## src/rtl/uart_rx_core.sv

```systemverilog
// UART receiver core: 2-flop line sync, tick-driven bit FSM, valid/ready output hold with overrun flag.
// Define RX_MAJORITY_VOTE_EN for 2-of-3 sampling around mid-bit; otherwise the single mid-bit sample decides.
module uart_rx_core (
  input  logic       clk,
  input  logic       rst,
  input  logic       AcqSig_i,
  input  logic       Rx_i,
  input  logic [4:0] AcqPerBit_i,
  input  logic       ParityEn_i,
  input  logic       ParityOdd_i,
  input  logic       RxReady_i,
  output logic [7:0] RxData_o,
  output logic       RxValid_o,
  output logic       ParityErr_o,
  output logic       FrameErr_o,
  output logic       OverrunErr_o,
  output logic       Busy_o
);

  localparam logic [2:0] ST_IDLE   = 3'd0;
  localparam logic [2:0] ST_START  = 3'd1;
  localparam logic [2:0] ST_DATA   = 3'd2;
  localparam logic [2:0] ST_PARITY = 3'd3;
  localparam logic [2:0] ST_STOP   = 3'd4;

  // FSM state bundled so it can be probed as one object.
  typedef struct packed {
    logic [2:0] state;
    logic [4:0] tick;
    logic [2:0] bit_idx;
  } fsm_t;

  fsm_t       fsm;
  logic       rx_meta;
  logic       rx_sync;
  logic [4:0] per_q;
  logic       par_en_q;
  logic       par_odd_q;
  logic       par_acc;
  logic [7:0] shreg;
  logic [4:0] tick_next;
  logic [4:0] mid;
  logic       active;
  logic       wrap;
  logic       decide;
  logic       bit_val;
  logic       complete;

  always_ff @(posedge clk or negedge rst) begin
    if (!rst) begin
      rx_meta <= 1'b1;
      rx_sync <= 1'b1;
    end else begin
      rx_meta <= Rx_i;
      rx_sync <= rx_meta;
    end
  end

`ifdef RX_MAJORITY_VOTE_EN
  logic vote_a;
  logic vote_b;

  always_ff @(posedge clk or negedge rst) begin
    if (!rst) begin
      vote_a <= 1'b1;
      vote_b <= 1'b1;
    end else if (AcqSig_i) begin
      if (tick_next == mid - 5'd1) vote_a <= rx_sync;
      if (tick_next == mid)        vote_b <= rx_sync;
    end
  end
`endif

  // tick holds the index of the last processed tick; tick_next is the index of the current one.
  always_comb begin
    mid       = {1'b0, per_q[4:1]};
    tick_next = (fsm.tick == per_q - 5'd1) ? 5'd0 : fsm.tick + 5'd1;
    active    = AcqSig_i && (fsm.state != ST_IDLE);
    wrap      = active && (tick_next == 5'd0);
`ifdef RX_MAJORITY_VOTE_EN
    decide    = active && (tick_next == mid + 5'd1);
    bit_val   = (vote_a & vote_b) | (vote_a & rx_sync) | (vote_b & rx_sync);
`else
    decide    = active && (tick_next == mid);
    bit_val   = rx_sync;
`endif
    complete  = decide && (fsm.state == ST_STOP);
  end

  always_ff @(posedge clk or negedge rst) begin
    if (!rst) begin
      fsm       <= '0;
      per_q     <= 5'd0;
      par_en_q  <= 1'b0;
      par_odd_q <= 1'b0;
      par_acc   <= 1'b0;
      shreg     <= 8'h00;
    end else if (AcqSig_i) begin
      if (fsm.state == ST_IDLE) begin
        if (!rx_sync) begin
          fsm.state   <= ST_START;
          fsm.tick    <= 5'd0;
          fsm.bit_idx <= 3'd0;
          per_q       <= AcqPerBit_i;
          par_en_q    <= ParityEn_i;
          par_odd_q   <= ParityOdd_i;
          par_acc     <= 1'b0;
        end
      end else begin
        fsm.tick <= tick_next;
        case (fsm.state)
          ST_START: begin
            if (decide && bit_val) begin
              fsm.state <= ST_IDLE;
              fsm.tick  <= 5'd0;
            end else if (wrap) begin
              fsm.state <= ST_DATA;
            end
          end
          ST_DATA: begin
            if (decide) begin
              shreg   <= {bit_val, shreg[7:1]};
              par_acc <= par_acc ^ bit_val;
            end
            if (wrap) begin
              if (fsm.bit_idx == 3'd7) fsm.state <= par_en_q ? ST_PARITY : ST_STOP;
              else fsm.bit_idx <= fsm.bit_idx + 3'd1;
            end
          end
          ST_PARITY: begin
            if (decide) par_acc <= par_acc ^ bit_val;
            if (wrap) fsm.state <= ST_STOP;
          end
          ST_STOP: begin
            if (decide) begin
              fsm.state <= ST_IDLE;
              fsm.tick  <= 5'd0;
            end
          end
          default: begin
            fsm.state <= ST_IDLE;
            fsm.tick  <= 5'd0;
          end
        endcase
      end
    end
  end

  // Handshake: RxValid_o holds data/flags stable until an edge with RxValid_o and RxReady_i both high.
  // A byte completing while the held one is not being taken on that edge is dropped and flagged.
  always_ff @(posedge clk or negedge rst) begin
    if (!rst) begin
      RxData_o     <= 8'h00;
      RxValid_o    <= 1'b0;
      ParityErr_o  <= 1'b0;
      FrameErr_o   <= 1'b0;
      OverrunErr_o <= 1'b0;
    end else begin
      OverrunErr_o <= 1'b0;
      if (complete) begin
        if (RxValid_o && !RxReady_i) begin
          OverrunErr_o <= 1'b1;
        end else begin
          RxData_o    <= shreg;
          ParityErr_o <= par_en_q && (par_acc != par_odd_q);
          FrameErr_o  <= !bit_val;
          RxValid_o   <= 1'b1;
        end
      end else if (RxValid_o && RxReady_i) begin
        RxValid_o <= 1'b0;
      end
    end
  end

  assign Busy_o = (fsm.state != ST_IDLE);

endmodule

```

## config.mk

```make
export PLATFORM = sky130hd
export DESIGN_NAME = uart_rx_core
export DESIGN_NICKNAME = d
export VERILOG_FILES = /design/src/rtl/uart_rx_core.sv
export SDC_FILE = /design/constraint.sdc
export NUM_CORES = 1
export LEC_CHECK = 0
export BUFFER_PORTS_ARGS = -buffer_cell sky130_fd_sc_hd__buf_2
export CAP_MARGIN = 20
export CORE_AREA = 2 2 73 75
export DETAILED_ROUTE_END_ITERATION = 10
export DIE_AREA = 0 0 75 77
export SLEW_MARGIN = 20
export SYNTH_ARGS = -nofsm -noshare
export SYNTH_HDL_FRONTEND = slang
export SYNTH_SLANG_ARGS = --single-unit
```

## constraint.sdc

```tcl
create_clock -name clk -period 6 [get_ports clk]
set_input_delay 0.3 -clock clk [delete_from_list [all_inputs] [get_ports clk]]
set_output_delay 0.3 -clock clk [all_outputs]
set_load 0.03 [all_outputs]
```

==> impl_results.html, run 1 <==
<table>
<tr><th>Metric</th><th>Value</th></tr>
<tr><th colspan="2">STA</th></tr>
<tr><td>Final cycle utilization of the critical path</td><td>50.5%</td></tr>
<tr><td>Remaining max-slew budget at the tightest pin</td><td>40.9%</td></tr>
<tr><td>Setup repair after global routing missed its margin</td><td>false</td></tr>
<tr><td>FMAX</td><td>330 MHz</td></tr>
<tr><td>Final hold vios</td><td>0</td></tr>
<tr><td>Count of endpoints failing setup in the final report</td><td>0</td></tr>
<tr><td>Final setup skew</td><td>0.0121 ns</td></tr>
<tr><td>Final critical-path setup slack</td><td>2.97 ns</td></tr>
<tr><td>Worst slew pin tran</td><td>0.887 ns</td></tr>
<tr><td>Total negative slack for setup checks</td><td>0 ns</td></tr>
<tr><td>Min Clock Period, post-route</td><td>3.03 ns</td></tr>
<tr><td>Max-slew violation count</td><td>0</td></tr>
<tr><th colspan="2">Clock network</th></tr>
<tr><td>TritonCTS clock tree</td><td>built</td></tr>
<tr><td>Clock insertion delay at the later pin of the skew report</td><td>0.29 ns</td></tr>
<tr><td>TritonCTS Sinks</td><td>41</td></tr>
<tr><td>CTS H-tree depth</td><td>2</td></tr>
<tr><td>Total CTS buffers</td><td>5</td></tr>
<tr><td>Buffers inserted during post-CTS setup optimization</td><td>0</td></tr>
<tr><td>Cts-stage hold buffer count</td><td>0</td></tr>
<tr><td>Total of cells resized after clock tree synthesis</td><td>0</td></tr>
<tr><td>Clock slew at reported path FFs</td><td>0.08 ns</td></tr>
<tr><td>Clock tree root buffer cell</td><td>sky130_fd_sc_hd__clkbuf_8</td></tr>
<tr><td>Clock buffer depth</td><td>2</td></tr>
<tr><th colspan="2">Route</th></tr>
<tr><td># DRC</td><td>0</td></tr>
<tr><td>Number of DRC markers in iteration 0</td><td>82</td></tr>
<tr><td>Via count</td><td>1466</td></tr>
<tr><td>First-pass iteration count of the detailed router</td><td>4</td></tr>
<tr><td>Antenna Nets Post-Route</td><td>0</td></tr>
<tr><td>Vias per Instance</td><td>5.07</td></tr>
<tr><td>Final routed wire length divided by cell count</td><td>13.8 um</td></tr>
<tr><td>Total wire length</td><td>3990 um</td></tr>
<tr><th colspan="2">Yosys</th></tr>
<tr><td>Distinct cell type count of the synthesized netlist</td><td>47</td></tr>
<tr><td>Fraction of the mapped netlist area in adder cells</td><td>2.28%</td></tr>
<tr><td>Syn nets</td><td>210</td></tr>
<tr><td>Area fraction in compound gates after synthesis</td><td>10.3%</td></tr>
<tr><td>Mux contribution to synthesized area</td><td>16.6%</td></tr>
<tr><td>Post-Synth Simple-Gate Area</td><td>16.8%</td></tr>
<tr><td>Parity-gate share of the synthesized area counting xor and xnor cells</td><td>3.98%</td></tr>
<tr><td>Synthesis Warnings</td><td>0</td></tr>
<tr><td>Dominant combinational cell family by area after synthesis</td><td>simple AND/OR/NAND/NOR gates</td></tr>
<tr><td>#FFs+latches synth</td><td>41</td></tr>
<tr><td>Cell area after synthesis</td><td>0.00220 mm^2</td></tr>
<tr><td>Average size of a mapped cell</td><td>11.3 um^2</td></tr>
<tr><td>Instance count of the mapped netlist</td><td>194</td></tr>
<tr><td>Sequential share of the synthesized area</td><td>46.8%</td></tr>
<tr><th colspan="2">Placed design</th></tr>
<tr><td>Gp weighted congestion</td><td>0.824</td></tr>
<tr><td>Port Buffer Count</td><td>24</td></tr>
<tr><td>DP Area</td><td>0.00236 mm^2</td></tr>
<tr><td>Post-placement worst setup slack</td><td>2.99 ns</td></tr>
<tr><td>Post-detailed-placement half-perimeter wirelength</td><td>2870 um</td></tr>
<tr><th colspan="2">Power</th></tr>
<tr><td>Power density normalized to cell area</td><td>407 mW/mm^2</td></tr>
<tr><td>Clock network fraction of total power</td><td>21.7%</td></tr>
<tr><td>Sequential power share</td><td>41.4%</td></tr>
<tr><td>Leak</td><td>1.19 nW</td></tr>
<tr><td>Cell internal pwr</td><td>0.637 mW</td></tr>
<tr><td>Net switching power</td><td>0.370 mW</td></tr>
<tr><td>Maximum ir drop on the vdd rail</td><td>233 uV</td></tr>
<tr><td>Total Power Consumption</td><td>1.01 mW</td></tr>
<tr><td>Net Sw Frac</td><td>36.7%</td></tr>
<tr><td>Portion of total power attributed to combinational logic</td><td>36.9%</td></tr>
<tr><th colspan="2">Worst setup path</th></tr>
<tr><td>Cell with the most instances on the worst path</td><td>sky130_fd_sc_hd__o21ai_0</td></tr>
<tr><td>Cell type group with the largest total delay on the critical path</td><td>simple AND/OR/NAND/NOR gates</td></tr>
<tr><td>Required time worst endpoint</td><td>6.18 ns</td></tr>
<tr><td>Crit-path max FO</td><td>10</td></tr>
<tr><td>Slowest CP cell</td><td>sky130_fd_sc_hd__dfrtp_1</td></tr>
<tr><td>Crit Path Category</td><td>reg2reg</td></tr>
<tr><td>Element type at the critical path start</td><td>register</td></tr>
<tr><td>Sequence of cells on the critical path</td><td>inv_1, ha_1, nor4bb_1, o211ai_1, a311oi_4, o21ai_0, o21ai_0, and3b_1, nand3_4, mux2_4</td></tr>
<tr><td>Worst stage delay on the critical path</td><td>0.43 ns</td></tr>
<tr><td>Buf+Inv Stages, Crit Path</td><td>1</td></tr>
<tr><td>Worst endpoint data arrival time</td><td>3.21 ns</td></tr>
<tr><td>Capturing element type of the critical path</td><td>register</td></tr>
<tr><th colspan="2">Layout</th></tr>
<tr><td>Commonest non-fill, non-tap cells in the layout</td><td>sky130_fd_sc_hd__dfrtp_1, sky130_fd_sc_hd__buf_2, sky130_fd_sc_hd__mux2_2</td></tr>
<tr><td>Leading cell type in the layout, fill and taps excluded</td><td>sky130_fd_sc_hd__dfrtp_1</td></tr>
<tr><td>Synthesis-to-layout area growth</td><td>12.6%</td></tr>
<tr><td>Filler Cell Count</td><td>468</td></tr>
<tr><td>Antenna Diode Count</td><td>0</td></tr>
<tr><td>Layout Nets</td><td>234</td></tr>
<tr><td>Fraction of final layout cells with drive strength greater than 1</td><td>30.1%</td></tr>
<tr><td>Post-route standard cell area excluding fillers</td><td>0.00247 mm^2</td></tr>
<tr><th colspan="2">GRT</th></tr>
<tr><td>Largest net degree at the start of global routing</td><td>42</td></tr>
<tr><td>Global-route wire length before repair</td><td>7040 um</td></tr>
<tr><td>Global-route total usage across every layer</td><td>15.7%</td></tr>
<tr><td>Remaining global-route overflow</td><td>0</td></tr>
<tr><td>Via count of the first global-routing pass</td><td>1442</td></tr>
<tr><td>Antenna violations before repair</td><td>0</td></tr>
<tr><th colspan="2">Die</th></tr>
<tr><td>Standard-cell row count</td><td>26</td></tr>
<tr><td>Die outline area</td><td>0.00578 mm^2</td></tr>
<tr><td>Starting density of the core</td><td>44.2%</td></tr>
<tr><td>Chip Width</td><td>75 um</td></tr>
<tr><td>Area of the core region</td><td>0.00498 mm^2</td></tr>
<tr><td>IO Pins</td><td>25</td></tr>
<tr><td>Vertical die dimension</td><td>77 um</td></tr>
<tr><th colspan="2">Job</th></tr>
<tr><td>Total of max-cap violations</td><td>0</td></tr>
<tr><th colspan="2">Min path</th></tr>
<tr><td>Type of the worst min-delay path</td><td>in2reg</td></tr>
<tr><th colspan="2">Status</th></tr>
<tr><td>Run status</td><td>completed</td></tr>
</table>
[cells by family after synthesis]
| kind of cell | count (synthesis) |
|---|---|
| multiplexers | 32 |
| adder cells (fa/ha/maj) | 4 |
| AND/OR/NAND/NOR | 64 |
| flip-flops | 41 |
| XOR/XNOR | 10 |
| AO/OA/AOI/OAI | 28 |
| buffers and inverters | 15 |
[worst register-to-register path, cell delays in order (launching register included)]
cell and delay, ns:
sky130_fd_sc_hd__dfrtp_1 0.43, sky130_fd_sc_hd__inv_1 0.09, sky130_fd_sc_hd__ha_1 0.24, sky130_fd_sc_hd__nor4bb_1 0.35, sky130_fd_sc_hd__o211ai_1 0.17, sky130_fd_sc_hd__a311oi_4 0.37, sky130_fd_sc_hd__o21ai_0 0.13, sky130_fd_sc_hd__o21ai_0 0.15
sky130_fd_sc_hd__and3b_1 0.43, sky130_fd_sc_hd__nand3_4 0.24, sky130_fd_sc_hd__mux2_4 0.35
[power by group through the flow]
stage,Sequential [mW],Combinational [mW],Clock [mW]
2_1_floorplan,0.376,0.351,0
3_3_place_gp,0.420,0.371,0
3_5_place_dp,0.420,0.373,0
4_1_cts,0.417,0.376,0.227
5_1_grt,0.430,0.417,0.242
6_report,0.417,0.372,0.218
[registers in the layout, summed over array words and instances (netlist names)]
register,count
FrameErr_o,1
OverrunErr_o,1
ParityErr_o,1
RxData_o,8
RxValid_o,1
bit_val,1
fsm,11
par_acc,1
par_en_q,1
par_odd_q,1
per_q,5
rx_meta,1
shreg,8
[metrics by stage]
step                      cells  hold WS (ns)  util, %
after global placement      281         0.352     47.5
final                       289        0.0954     49.7
after global routing        289        0.0781     49.7
after detailed placement    281         0.353     47.5
after floorplan             194       0.00441        -
after CTS                   289        0.0861     49.7
[area by class of cell]
| cell class | count | area, um^2 | share of cell area [%] |
|---|---|---|---|
| Multi-Input combinational cell | 138 | 1100 | 44.3 |
| Sequential cell | 41 | 1030 | 41.6 |
| Timing Repair Buffer | 24 | 120 | 4.85 |
| Tap cell | 70 | 87.6 | 3.54 |
| Clock buffer | 6 | 72.6 | 2.93 |
| Clock inverter | 2 | 38.8 | 1.57 |
| Inverter | 8 | 30.0 | 1.21 |
[per-layer routing]
metal  vias to the layer above  global-route usage, %  routed length, um
li1                        731                      -                  -
met1                       699                   23.4               1930
met2                        30                   22.7               1820
met3                         6                   3.94                190
met4                         0                   3.75                 49
met5                         -                      0                  0
[synth_stat cells, drive strengths merged]
master	number	area [um^2]
a22o	1	8.76
nand4b	1	8.76
and4b	1	10.0
nor2	13	48.8
a21o	1	7.51
nor3b	2	15.0
or3	2	17.5
o211ai	1	7.51
nand3b	2	15.0
xnor2	8	70.1
nor4bb	1	10.0
nor3	3	15.0
a311oi	1	26.3
ha	4	50.1
and2	3	18.8
mux2	26	304
o2bb2ai	1	8.76
nor2b	4	32.5
mux2i	6	60.1
a21oi	4	20.0
and3	1	6.26
o22a	1	8.76
o221ai	2	17.5
xor2	2	17.5
nand2	19	71.3
a2111oi	1	27.5
a21boi	2	15.0
and3b	2	17.5
o21ba	1	10.0
a41oi	1	8.76
nand2b	3	18.8
buf	3	27.5
inv	8	30.0
nand3	5	50.0
dfstp	2	52.6
nor4	1	6.26
dfrtp	39	976
o21ai	9	45.0
o31ai	1	7.51
clkbuf	4	15.0
o21a	1	7.51
or4	1	7.51
[worst paths after layout]
kind | cells after the start | start | end | slack (ns)
max | 10 | per_q[1] | RxData_o[6] | 2.97
min | 1 | Rx_i | rx_meta | 0.1
max reg2reg | 10 | per_q[1] | RxData_o[6] | 2.97
min reg2reg | 0 | rx_meta | bit_val | 0.36
max in group asynchronous | 1 | rst | per_q[1] | 5.32
min in group asynchronous | 1 | rst | fsm[2] | 0.13
Note: power is estimated with default switching activity, not from simulation.
==> run 2: changes to the inputs <==
- clock period: 6 -> 2.9 ns (I/O delays scaled with it)
==> run 2 against run 1 <==
Compared with the run above:
- maximum frequency grew 11%
- hold slack lost 0.023 ns
- cell count grew 3.5%
- clock skew shrank 0.00067 ns
- critical path depth is the same
- global-route usage grew 0.62 points
- worst setup slack lost 2.8 ns
- routed wire length grew 6.0%
- final area grew 4.0%
- die area is the same
- non-clock buffer count grew 9
- flip-flop and latch count is the same
==> impl_results.html, run 2 (same netlist as run 1, synthesis figures left out) <==
<table>
<tr><th>Metric</th><th>Value</th></tr>
<tr><th colspan="2">Status</th></tr>
<tr><td>Run status</td><td>completed</td></tr>
<tr><th colspan="2">Layout</th></tr>
<tr><td>Commonest non-fill, non-tap cells in the layout</td><td>sky130_fd_sc_hd__dfrtp_1, sky130_fd_sc_hd__buf_2, sky130_fd_sc_hd__mux2_2</td></tr>
<tr><td>Largest register FFs</td><td>11 (unchanged)</td></tr>
<tr><td>Fraction of final layout cells with drive strength greater than 1</td><td>34.9% (+4.8 points)</td></tr>
<tr><td>Registers with the most flip-flops</td><td>fsm x11, RxData_o x8, shreg x8</td></tr>
<tr><td>Post-route standard cell area excluding fillers</td><td>0.00257 mm^2 (+4.0%)</td></tr>
<tr><td>Number of standard cells in the final layout excluding fillers</td><td>299 (+3.5%)</td></tr>
<tr><td>Final core occ</td><td>51.7% (+2.0 points)</td></tr>
<tr><td>Largest Register</td><td>fsm</td></tr>
<tr><td>Antenna Diode Count</td><td>0 (unchanged)</td></tr>
<tr><td>Synthesis-to-layout area growth</td><td>17.1%</td></tr>
<tr><td>Layout Nets</td><td>244 (+4.3%)</td></tr>
<tr><td>Leading cell type in the layout, fill and taps excluded</td><td>sky130_fd_sc_hd__dfrtp_1</td></tr>
<tr><th colspan="2">Die</th></tr>
<tr><td>Vertical die dimension</td><td>77 um (unchanged)</td></tr>
<tr><td>Area of the core region</td><td>0.00498 mm^2 (unchanged)</td></tr>
<tr><td>Chip Width</td><td>75 um (unchanged)</td></tr>
<tr><td>Starting density of the core</td><td>44.2% (unchanged)</td></tr>
<tr><td>Die outline area</td><td>0.00578 mm^2 (unchanged)</td></tr>
<tr><td>IO Pins</td><td>25 (unchanged)</td></tr>
<tr><td>Standard-cell row count</td><td>26 (unchanged)</td></tr>
<tr><th colspan="2">STA</th></tr>
<tr><td>Final hold vios</td><td>0 (unchanged)</td></tr>
<tr><td>Final critical-path setup slack</td><td>0.159 ns (-2.81 ns)</td></tr>
<tr><td>Remaining max-slew budget at the tightest pin</td><td>40.8% (-0.057 points)</td></tr>
<tr><td>Setup repair after global routing missed its margin</td><td>false</td></tr>
<tr><td>Final cycle utilization of the critical path</td><td>94.5% (+44 points)</td></tr>
<tr><td>FMAX</td><td>365 MHz (+11%)</td></tr>
<tr><td>Count of endpoints failing setup in the final report</td><td>0 (unchanged)</td></tr>
<tr><td>Total negative slack for setup checks</td><td>0 ns (unchanged)</td></tr>
<tr><td>Final setup skew</td><td>0.0115 ns (-0.000671 ns)</td></tr>
<tr><td>Worst slew pin tran</td><td>0.888 ns (+0.000849 ns)</td></tr>
<tr><td>Max-slew violation count</td><td>0 (unchanged)</td></tr>
<tr><td>Min Clock Period, post-route</td><td>2.74 ns (-0.291 ns)</td></tr>
<tr><th colspan="2">GRT</th></tr>
<tr><td>Antenna violations before repair</td><td>0 (unchanged)</td></tr>
<tr><td>GR met1 Demand/Resource</td><td>22.9% (-0.49 points)</td></tr>
<tr><td>Global-route total usage across every layer</td><td>16.3% (+0.62 points)</td></tr>
<tr><td>Global-route track usage on met3</td><td>4.07% (+0.13 points)</td></tr>
<tr><td>Global-route wire length before repair</td><td>7200 um (+2.2%)</td></tr>
<tr><td>Layer with the highest usage</td><td>met2</td></tr>
<tr><td>Largest net degree at the start of global routing</td><td>42 (unchanged)</td></tr>
<tr><td>Via count of the first global-routing pass</td><td>1513 (+4.9%)</td></tr>
<tr><td>GR met2 Demand/Resource</td><td>23.8% (+1.1 points)</td></tr>
<tr><td>Remaining global-route overflow</td><td>0 (unchanged)</td></tr>
<tr><th colspan="2">Worst setup path</th></tr>
<tr><td>Worst endpoint data arrival time</td><td>2.93 ns (-0.28 ns)</td></tr>
<tr><td>Capturing element type of the critical path</td><td>register</td></tr>
<tr><td>Sequence of cells on the critical path</td><td>inv_2, ha_4, nor2b_1, or3_4, a311oi_4, or3_1, and2_1, and3b_2, nand3_4, mux2_4</td></tr>
<tr><td>Reg2Reg Setup Slack</td><td>0.16 ns (-2.81 ns)</td></tr>
<tr><td>Element type at the critical path start</td><td>register</td></tr>
<tr><td>Required time worst endpoint</td><td>3.09 ns (-3.09 ns)</td></tr>
<tr><td>R2R depth</td><td>10 (unchanged)</td></tr>
<tr><td>Worst stage delay on the critical path</td><td>0.39 ns (-0.04 ns)</td></tr>
<tr><td>Slowest CP cell</td><td>sky130_fd_sc_hd__a311oi_4</td></tr>
<tr><td>Crit-path max FO</td><td>8 (-2)</td></tr>
<tr><td>Crit Path Category</td><td>reg2reg</td></tr>
<tr><th colspan="2">Placed design</th></tr>
<tr><td>DP Area</td><td>0.00242 mm^2 (+2.2%)</td></tr>
<tr><td>Gp weighted congestion</td><td>0.803 (-2.5%)</td></tr>
<tr><td>Post-placement worst setup slack</td><td>0.0448 ns (-2.94 ns)</td></tr>
<tr><td>Total placed cells including tap cells</td><td>288 (+2.5%)</td></tr>
<tr><td>Post-detailed-placement half-perimeter wirelength</td><td>2920 um (+2.0%)</td></tr>
<tr><td>Port Buffer Count</td><td>24 (unchanged)</td></tr>
<tr><th colspan="2">Power</th></tr>
<tr><td>Portion of total power attributed to combinational logic</td><td>41.6% (+4.7 points)</td></tr>
<tr><td>Net switching power</td><td>0.828 mW (+120%)</td></tr>
<tr><td>Cell internal pwr</td><td>1.31 mW (+110%)</td></tr>
<tr><td>Sequential power share</td><td>40.2% (-1.2 points)</td></tr>
<tr><td>Power density normalized to cell area</td><td>829 mW/mm^2 (+100%)</td></tr>
<tr><td>Net Sw Frac</td><td>38.8% (+2.1 points)</td></tr>
<tr><td>Maximum ir drop on the vdd rail</td><td>432 uV (+85%)</td></tr>
<tr><td>Clock network fraction of total power</td><td>18.2% (-3.5 points)</td></tr>
<tr><td>Leak</td><td>1.22 nW (+3.2%)</td></tr>
<tr><th colspan="2">Route</th></tr>
<tr><td>Final routed wire length divided by cell count</td><td>14.1 um (+2.4%)</td></tr>
<tr><td># DRC</td><td>0 (unchanged)</td></tr>
<tr><td>Antenna Nets Post-Route</td><td>0 (unchanged)</td></tr>
<tr><td>First-pass iteration count of the detailed router</td><td>4 (unchanged)</td></tr>
<tr><td>Total wire length</td><td>4230 um (+6.0%)</td></tr>
<tr><td>Number of DRC markers in iteration 0</td><td>116 (+41%)</td></tr>
<tr><td>Via count</td><td>1481 (+1.0%)</td></tr>
<tr><td>Vias per Instance</td><td>4.95 (-2.4%)</td></tr>
<tr><th colspan="2">Clock network</th></tr>
<tr><td>TritonCTS clock tree</td><td>built</td></tr>
<tr><td>Total CTS buffers</td><td>5 (unchanged)</td></tr>
<tr><td>Buffers inserted during post-CTS setup optimization</td><td>0 (unchanged)</td></tr>
<tr><td>Clock tree root buffer cell</td><td>sky130_fd_sc_hd__clkbuf_8</td></tr>
<tr><td>Clock buffer depth</td><td>2 (unchanged)</td></tr>
<tr><td>Clock slew at reported path FFs</td><td>0.08 ns (about the same)</td></tr>
<tr><td>Clock insertion delay at the later pin of the skew report</td><td>0.30 ns (about the same)</td></tr>
<tr><td>TritonCTS Sinks</td><td>41 (unchanged)</td></tr>
<tr><td>CTS H-tree depth</td><td>2 (unchanged)</td></tr>
<tr><th colspan="2">Job</th></tr>
<tr><td>Total of max-cap violations</td><td>0 (unchanged)</td></tr>
<tr><th colspan="2">Min path</th></tr>
<tr><td>Worst hold path depth</td><td>2 (+1)</td></tr>
<tr><td>Type of the worst min-delay path</td><td>in2reg</td></tr>
</table>
## run 2: cell count changes in the layout (fill, tap and decap cells not counted), sizes merged
| cell | delta |
|---|---|
| bufinv | -1 |
| nand3 | +1 |
| clkinvlp | +1 |
| clkbuf | -1 |
| inv | +1 |
| dlygate4sd3 | +2 |
| buf | +7 |
## run 2: final cells by class
class	count	area [um^2]
Clock buffer	5	68.8
Clock inverter	3	25.0
Fill cell	449	2400
Inverter	8	30.0
Multi-Input combinational cell	139	1140
Sequential cell	41	1030
Tap cell	70	87.6
Timing Repair Buffer	33	193
## run 2: path summary, 6_finish.rpt
path | end | start
worst max-delay path | shreg[7] | per_q[1]
worst min-delay path | per_q[4] | AcqPerBit_i[4]
worst max register to register | shreg[7] | per_q[1]
worst min register to register | bit_val | rx_meta
max in group asynchronous | per_q[4] | rst
min in group asynchronous | OverrunErr_o | rst
## run 2: worst max-delay path: cells and delay by family, from the launching register on
family          cells  cell delay, ns
simple gates        6            1.29
flops               1            0.37
fa+ha+maj           1            0.17
mux                 1            0.34
compound gates      1            0.39
buf+inv             1            0.06
## run 2: routing by layer
layer / share of wire [%] / wire [um]
met2: 46 / 1940
met3: 2.3 / 97
met1: 50 / 2120
met4: 1.7 / 73
met5: 0 / 0
## run 2: timing repair
item                       4_1_cts  5_1_grt
setup endpoints to repair        0       27
hold endpoints to repair        23        0
hold buffers                     2        0
resized for setup                0       11
## run 2: power by group through the flow
stage / combinational [mW] / sequential [mW] / clock, mW
after floorplan: 0.727 / 0.778 / 0
after global placement: 0.833 / 0.860 / 0
after detailed placement: 0.845 / 0.861 / 0
after CTS: 0.849 / 0.851 / 0.406
after global routing: 0.995 / 0.881 / 0.433
final: 0.888 / 0.858 / 0.389
## run 2: stage by stage
stage / power [mW] / hold slack, ns
global route: 2.31 / 0.0602
detailed placement: 1.71 / 0.251
CTS: 2.11 / 0.0642
finish: 2.13 / 0.0723
global placement: 1.69 / 0.251
floorplan: 1.51 / -0.151
